--- src/rtl/fmadd_normalizer.sv ---
// -----------------------------------------------------------------------------
// fmadd_normalizer
//
// Post-addition normalizer for the fused multiply-add datapath. Takes the raw
// sum from the addition lane together with its alignment rounding bits and
// normalizes it so that the leading one sits in the hidden-bit position. A
// carry-out is handled with a single right shift. A sum below the hidden-bit
// position is shifted left one bit per cycle, and the exponent is adjusted as
// it goes. The output is a mantissa with its hidden bit, plus guard, round and
// sticky bits, ready for a rounding stage.
//
// Ports
//   clk           rising-edge clock
//   rst           synchronous, active-high reset
//   in_valid      operand valid (only looked at in IDLE)
//   in_ready      block can accept an operand (high in IDLE)
//   in_sign       sign of the addition-lane result
//   in_exp        biased exponent from exponent matching (exp+2 bits)
//   in_mantissa   raw sum (2*man+5 bits); MSB = carry-out, MSB-1 = leading one
//   in_guard/round/sticky  rounding bits from alignment
//   out_valid     result valid (high in DONE)
//   out_ready     downstream accepts the result
//   out_sign/exp/mantissa  normalized result (mantissa includes hidden bit)
//   out_guard/round/sticky rounding bits for the rounder
//   out_zero      result is an exact zero
//   out_underflow left shift stopped at the minimum exponent
//   out_overflow  final exponent has reached the all-ones/overflow range
// -----------------------------------------------------------------------------
module fmadd_normalizer #(
  parameter int man = 22,
  parameter int exp = 7
) (
  input  logic             clk,
  input  logic             rst,
  input  logic             in_valid,
  output logic             in_ready,
  input  logic             in_sign,
  input  logic [exp+1:0]   in_exp,
  input  logic [2*man+4:0] in_mantissa,
  input  logic             in_guard,
  input  logic             in_round,
  input  logic             in_sticky,
  output logic             out_valid,
  input  logic             out_ready,
  output logic             out_sign,
  output logic [exp+1:0]   out_exp,
  output logic [man:0]     out_mantissa,
  output logic             out_guard,
  output logic             out_round,
  output logic             out_sticky,
  output logic             out_zero,
  output logic             out_underflow,
  output logic             out_overflow
);

  localparam int WW = 2*man+7;   // working register: {sum, guard, round}
  localparam int EW = exp+2;     // exponent width, with headroom for overflow

  localparam logic [EW-1:0] E_ONE = EW'(1);

  localparam logic [1:0] IDLE = 2'd0;
  localparam logic [1:0] NORM = 2'd1;
  localparam logic [1:0] DONE = 2'd2;

  logic [1:0]    r_state;
  logic [WW-1:0] r_w;
  logic          r_s;
  logic [EW-1:0] r_e;
  logic          r_sign;
  logic          r_zero;
  logic          r_unf;

  // W[WW-1] is the carry-out position and W[WW-2] is the hidden-bit position.
  logic w_carry;
  logic w_lead;
  logic w_empty;

  assign w_carry = r_w[WW-1];
  assign w_lead  = r_w[WW-2];
  assign w_empty = (r_w == '0) && !r_s;

  always_ff @(posedge clk) begin
    if (rst) begin
      r_state <= IDLE;
      r_w     <= '0;
      r_s     <= 1'b0;
      r_e     <= '0;
      r_sign  <= 1'b0;
      r_zero  <= 1'b0;
      r_unf   <= 1'b0;
    end else begin
      case (r_state)
        IDLE: begin
          if (in_valid) begin
            r_w     <= {in_mantissa, in_guard, in_round};
            r_s     <= in_sticky;
            r_e     <= in_exp;
            r_sign  <= in_sign;
            r_zero  <= 1'b0;
            r_unf   <= 1'b0;
            r_state <= NORM;
          end
        end
        NORM: begin
          // The checks are in priority order. Exact zero wins over everything.
          // A carry needs exactly one right shift. A value already normalized
          // stops here. The exponent floor stops the left shift before E can
          // drop below 1.
          if (w_empty) begin
            r_e     <= '0;
            r_zero  <= 1'b1;
            r_state <= DONE;
          end else if (w_carry) begin
            r_w     <= {1'b0, r_w[WW-1:1]};
            r_s     <= r_s | r_w[0];
            r_e     <= r_e + E_ONE;
            r_state <= DONE;
          end else if (w_lead) begin
            r_state <= DONE;
          end else if (r_e <= E_ONE) begin
            r_unf   <= 1'b1;
            r_state <= DONE;
          end else begin
            r_w <= {r_w[WW-2:0], 1'b0};
            r_e <= r_e - E_ONE;
          end
        end
        DONE: begin
          // The state returns to IDLE on the handshake. Any new operand is
          // taken on a later edge, never in this same cycle.
          if (out_ready) r_state <= IDLE;
        end
        default: r_state <= IDLE;
      endcase
    end
  end

  assign in_ready  = (r_state == IDLE);
  assign out_valid = (r_state == DONE);

  // Every output comes straight from state. They stay frozen in DONE while
  // the downstream stalls.
  assign out_sign      = r_sign;
  assign out_exp       = r_e;
  assign out_mantissa  = r_w[2*man+5:man+5];
  assign out_guard     = r_w[man+4];
  assign out_round     = r_w[man+3];
  assign out_sticky    = (|r_w[man+2:0]) | r_s;
  assign out_zero      = r_zero;
  assign out_underflow = r_unf;
  assign out_overflow  = r_e[exp+1] | (&r_e[exp:0]);

endmodule

--- config.mk ---
export PLATFORM = sky130hd
export DESIGN_NAME = fmadd_normalizer
export DESIGN_NICKNAME = d
export VERILOG_FILES = /design/src/rtl/fmadd_normalizer.sv
export SDC_FILE = /design/constraint.sdc
export NUM_CORES = 1
export LEC_CHECK = 0
export BUFFER_PORTS_ARGS = -buffer_cell sky130_fd_sc_hd__buf_2
export CAP_MARGIN = 5
export CORE_ASPECT_RATIO = 1.25
export CORE_MARGIN = 8
export CORE_UTILIZATION = 55
export CTS_CLUSTER_SIZE = 24
export DETAILED_ROUTE_END_ITERATION = 7
export PLACE_DENSITY = 0.82
export SLEW_MARGIN = 30
export SYNTH_ARGS = -nofsm -noshare
export SYNTH_HDL_FRONTEND = slang
export SYNTH_SLANG_ARGS = --single-unit
--- constraint.sdc ---
create_clock -name clk -period 3.5 [get_ports clk]
set_clock_uncertainty 0.15 [all_clocks]
set_input_delay 0.35 -clock clk [delete_from_list [all_inputs] [get_ports clk]]
set_output_delay 0.35 -clock clk [all_outputs]
set_load 0.02 [all_outputs]
# Yosys cells after proc, flatten, opt, wreduce, memory -nomap -nowiden
# Index checks and enable logic that the tools add are counted.
[classes] n_addsub=2 order_cmp=1 eq_ne=15 mux=31 bitwise=3 reduce_logical=15
[ops] operator="50-bit two-way mux" n=3
[ops] operator="51-bit two-way mux" n=2
[ops] operator="51-bit one-hot mux with 2 select lines" n=1
[ops] operator="51-bit zero test" n=1
[ops] operator="9-bit two-way mux" n=5
[ops] operator="25-bit OR reduction" n=1
[ops] operator="9-bit one-hot mux with 2 select lines" n=1
[ops] operator="2-bit inequality test, second input constant" n=7
[ops] operator="2-bit two-way mux" n=6
[ops] operator="9-bit by 1-bit adder with 9-bit output, second input constant" n=1
[ops] operator="9-bit by 1-bit <= comparator with 1-bit output, second input constant" n=1
[ops] operator="1-bit two-way mux" n=9
[ops] operator="3-bit AND reduction" n=3
[ops] operator="9-bit by 1-bit subtractor with 9-bit output, second input constant" n=1
[ops] operator="4-bit inequality test, second input constant" n=2
[ops] operator="4-bit AND reduction" n=2
[ops] operator="8-bit AND reduction" n=1
[ops] operator="3-bit inequality test, second input constant" n=2
[ops] operator="1-bit one-hot mux with 2 select lines" n=3
[ops] operator="2-bit one-hot mux with 3 select lines" n=1
[ops] operator="6-bit AND reduction" n=1
[ops] operator="5-bit inequality test, second input constant" n=1
[ops] operator="5-bit AND reduction" n=1
[ops] operator="1-bit OR" n=3
[ops] operator="other kinds (8)" n=8
[totals] regBits=66 inputBits=66 out_inout_bits=41 wordCells=75

# Logic depth before layout (Yosys ltp)
[logic_depth] ltp_word=6 ltp_mapped=9 depth_no_buf=7

# Least setup slack after synthesis
# Ideal clock, no wire load.
[synth_path] path_type="reg-to-reg" start="reg r_e[2] (netlist: out_exp[2])" end="reg r_w[36]" setup_time_ps=122 t_arrival_ps=2309 required_ps=3228 path_slack_ps=920 path_stages_with_launch=9 n_path_buf=3 period_less_slack_ps=2580 path_cell_list="dfxtp_1 > clkbuf_1 > or4_1 > o41a_1 > o21ai_1 > buf_4 > buf_2 > o211ai_1 > o311a_1"
[synth_between] elab_chain_cells=3
[synth_lines] item="start: declaration" line_no="68" text="logic [EW-1:0] r_e;"
[synth_lines] item="start signal: assignment" line_no="97" text="r_e <= in_exp;"
[synth_lines] item="start signal: assignment" line_no="116" text="r_e <= r_e + E_ONE;"
[synth_lines] item="start signal: assignment" line_no="125" text="r_e <= r_e - E_ONE;"
[synth_lines] item="9-bit by 1-bit <= comparator with 1-bit output" line_no="120" text="end else if (r_e <= E_ONE) begin"
[synth_lines] item="3-bit inequality test (no source line)"
[synth_lines] item="5-bit AND reduction (no source line)"
[synth_lines] item="end signal: assignment" line_no="95" text="r_w <= {in_mantissa, in_guard, in_round};"
[synth_lines] item="end signal: assignment" line_no="114" text="r_w <= {1'b0, r_w[WW-1:1]};"
[synth_lines] item="end signal: assignment" line_no="124" text="r_w <= {r_w[WW-2:0], 1'b0};"
[synth_lines] item="end: declaration" line_no="66" text="logic [WW-1:0] r_w;"
# Every way passes these cells.
# A chain may end at the register's enable or synchronous reset.

# Worst setup path after layout
[layout_path] start="reg r_e[2] (netlist: out_exp[2])" end="reg r_w[33]"
# The elaborated chain is that of the path after synthesis.

==> summary.txt <==
Mapped Nets -> 660
Post-synth cell types -> 49
DP HPWL -> 9510 um
Core box area -> 0.00810 mm2
Die Y-Extent -> 117 um
Total I/O pin count -> 107
Top-area cell type share of the netlist area -> 29.4%
Worst path required time -> 3590 ps
Slew @ Worst Pin -> 959 ps
Gr ovfl total -> 0
Min Hold Slack -> 85.3 ps
Pre-CTS setup slack -> 740 ps
Area after DPL -> 0.00485 mm2
Number of remaining DRC errors -> 0
Critical path class -> flop to flop
Critical Path Fanout Max -> 48
Routed via count -> 4948
Worst-Skew Late Latency -> 360 ps
CTS sink cnt -> 66
Port-buffer cells -> 106
Vias in the first global route -> 4811
Fillers -> 741
Arrival @ worst endpoint -> 2910 ps
Fin Setup TNS -> 0 ps
Cell Pwr Density -> 613 mW/mm2
Vias per Instance -> 6.73
Share of flip-flops with an asynchronous set or reset -> 0%
Final instance area -> 0.00502 mm2
Antenna cell count -> 0
Routed WL -> 14400 um
R2r setup slk -> 680 ps
Area grow syn2layout -> 11.8%
Root Driver -> clkbuf_8
Largest area contributor in the netlist -> dfxtp_1
GP Congestion -> 0.875
Peak VDD IR -> 344 uV
Row cnt -> 37
DRT Pass-1 Iters -> 6
Final nets -> 703
Final hold vios -> 0
Most common library cells after synthesis -> 66 x dfxtp_1, 66 x nor2_1, 59 x inv_1
Initial core utilization -> 55.4%
Post-CTS Hold Fix Bufs -> 0
Setup-failing EPs final -> 0
Final ANT Viol Nets -> 0
Seq/Total Area, Yosys -> 29.4%
Worst hold path type -> input port to flop
Minimum clock period -> 2820 ps
Inserted Clock Buffers -> 9
H-Tree Depth -> 3
Unrepaired setup endpoints after global routing -> no
Gate Count Post-Synth -> 590
DR iter-0 viols -> 520
CTS max path bufs -> 2
Relative slew slack -> 35.4%
Largest net degree at the start of global routing -> 57
Routed len/inst -> 19.6 um
Status -> finished, final reports clean
Die area -> 0.0113 mm2
Leak pwr -> 2.15 nW
Post-CTS setup buffers -> 0
CP Capture Type -> flop
Flops & latches, synth -> 66
Top cells by area, synth -> dfxtp_1 29%, o311a_1 11%, o211ai_1 8.4%, o22ai_1 6.8%, a21oi_1 6.0%
EDFF count, synth -> 0
Avg Inst Size Synth -> 7.61 um2
Initial antenna violation count -> 0
Type of origin of the critical path -> flop
Maxcap violations -> 0
GRT Util Overall -> 24.6%
Fmax -> 354 MHz
First-pass GRT wire length -> 23700 um
Die X-Extent -> 96.8 um
Syn Std Cell Area -> 0.00449 mm2
CTS tree -> yes
Layout cells sized above 1 -> 23.8%
Ys Warns -> 0
Top FF cell, synth -> dfxtp_1
Reg clk slew, reported paths -> 80 ps
Setup WS post-layout -> 677 ps
Max-slew violations -> 0
Tcrit/Tclk final -> 80.6%
Resized cells post-CTS -> 0
==> layout by cell type (no fill, tap or decap), types with 6 or more instances in the layout <==
cell      count
buf_2       106
nor2_1       65
dfxtp_1      65
inv_1        59
a21oi_1      54
o211ai_1     50
o22ai_1      49
o311a_1      48
nor4_1       14
nand2_1      12
buf_4        12
clkbuf_8      9
a22oi_1       8
nand4_1       6
==> report_power, final <==
part / switching, mW / internal, mW
Combinational: 0.860 / 0.542
Sequential: 0.189 / 0.908
Clock: 0.325 / 0.254
==> routing by layer <==
| layer | routed length [um] | GRT usage [%] | up-vias | share of wire, % |
|---|---|---|---|---|
| met5 | 0 | 0 | - | 0 |
| met4 | 453 | 13.2 | 0 | 3.1 |
| met3 | 1220 | 4.52 | 44 | 8.5 |
| met2 | 7000 | 40.5 | 301 | 49 |
| met1 | 5710 | 30.0 | 2306 | 40 |
| li1 | - | - | 2297 | - |
==> registers in the layout, indices dropped and copies added (netlist names) <==
| register | count |
|---|---|
| out_sign | 1 |
| out_zero | 1 |
| out_exp | 9 |
| r_s | 1 |
| r_state | 2 |
| r_w | 51 |
| out_underflow | 1 |
==> cells by family (layout without fill, tap and decap cells) <==
logic type      after synthesis  in the layout  share of synthesized area [%]
mux                           2              2                          0.446
compound gates              241            241                           39.8
flops                        66             66                           29.4
buf+inv                     147            195                           15.2
xor+xnor                      2              2                          0.390
simple gates                128            128                           13.7
fa+ha+maj                     4              4                           1.11
==> cell type report <==
class / count / area (um2) / share of cell area, %
multi-input cells: 377 / 2520 / 50.3
flip-flops and latches: 66 / 1320 / 26.3
repair buffers: 120 / 661 / 13.2
inverters: 59 / 221 / 4.41
clock buffers: 9 / 124 / 2.47
well taps: 97 / 121 / 2.42
clock inverters: 7 / 46.3 / 0.922
==> final timing paths <==
check | from | to | cells after the start
max reg2reg | out_exp[2] | r_w[33] | 6
min reg2reg | out_sign | out_sign | 2
min | in_sign | out_sign | 3
max | out_exp[2] | r_w[33] | 6
==> per-stage QoR <==
step / utilization [%] / power [mW] / std cells
finish: 62.0 / 3.08 / 735
global route: 62.0 / 3.26 / 735
CTS: 62.0 / 3.05 / 735
detailed placement: 59.9 / 2.48 / 719
global placement: 59.9 / 2.43 / 719
floorplan: - / 2.16 / 590
==> critical path, cell delays in order, from the launching register on <==
cell      delay, ps
dfxtp_1         400
or4_1           610
o41a_1          510
o21ai_4         180
buf_4           470
o211ai_1        170
o311a_1         190
Note: power is estimated with default switching activity, not from simulation.
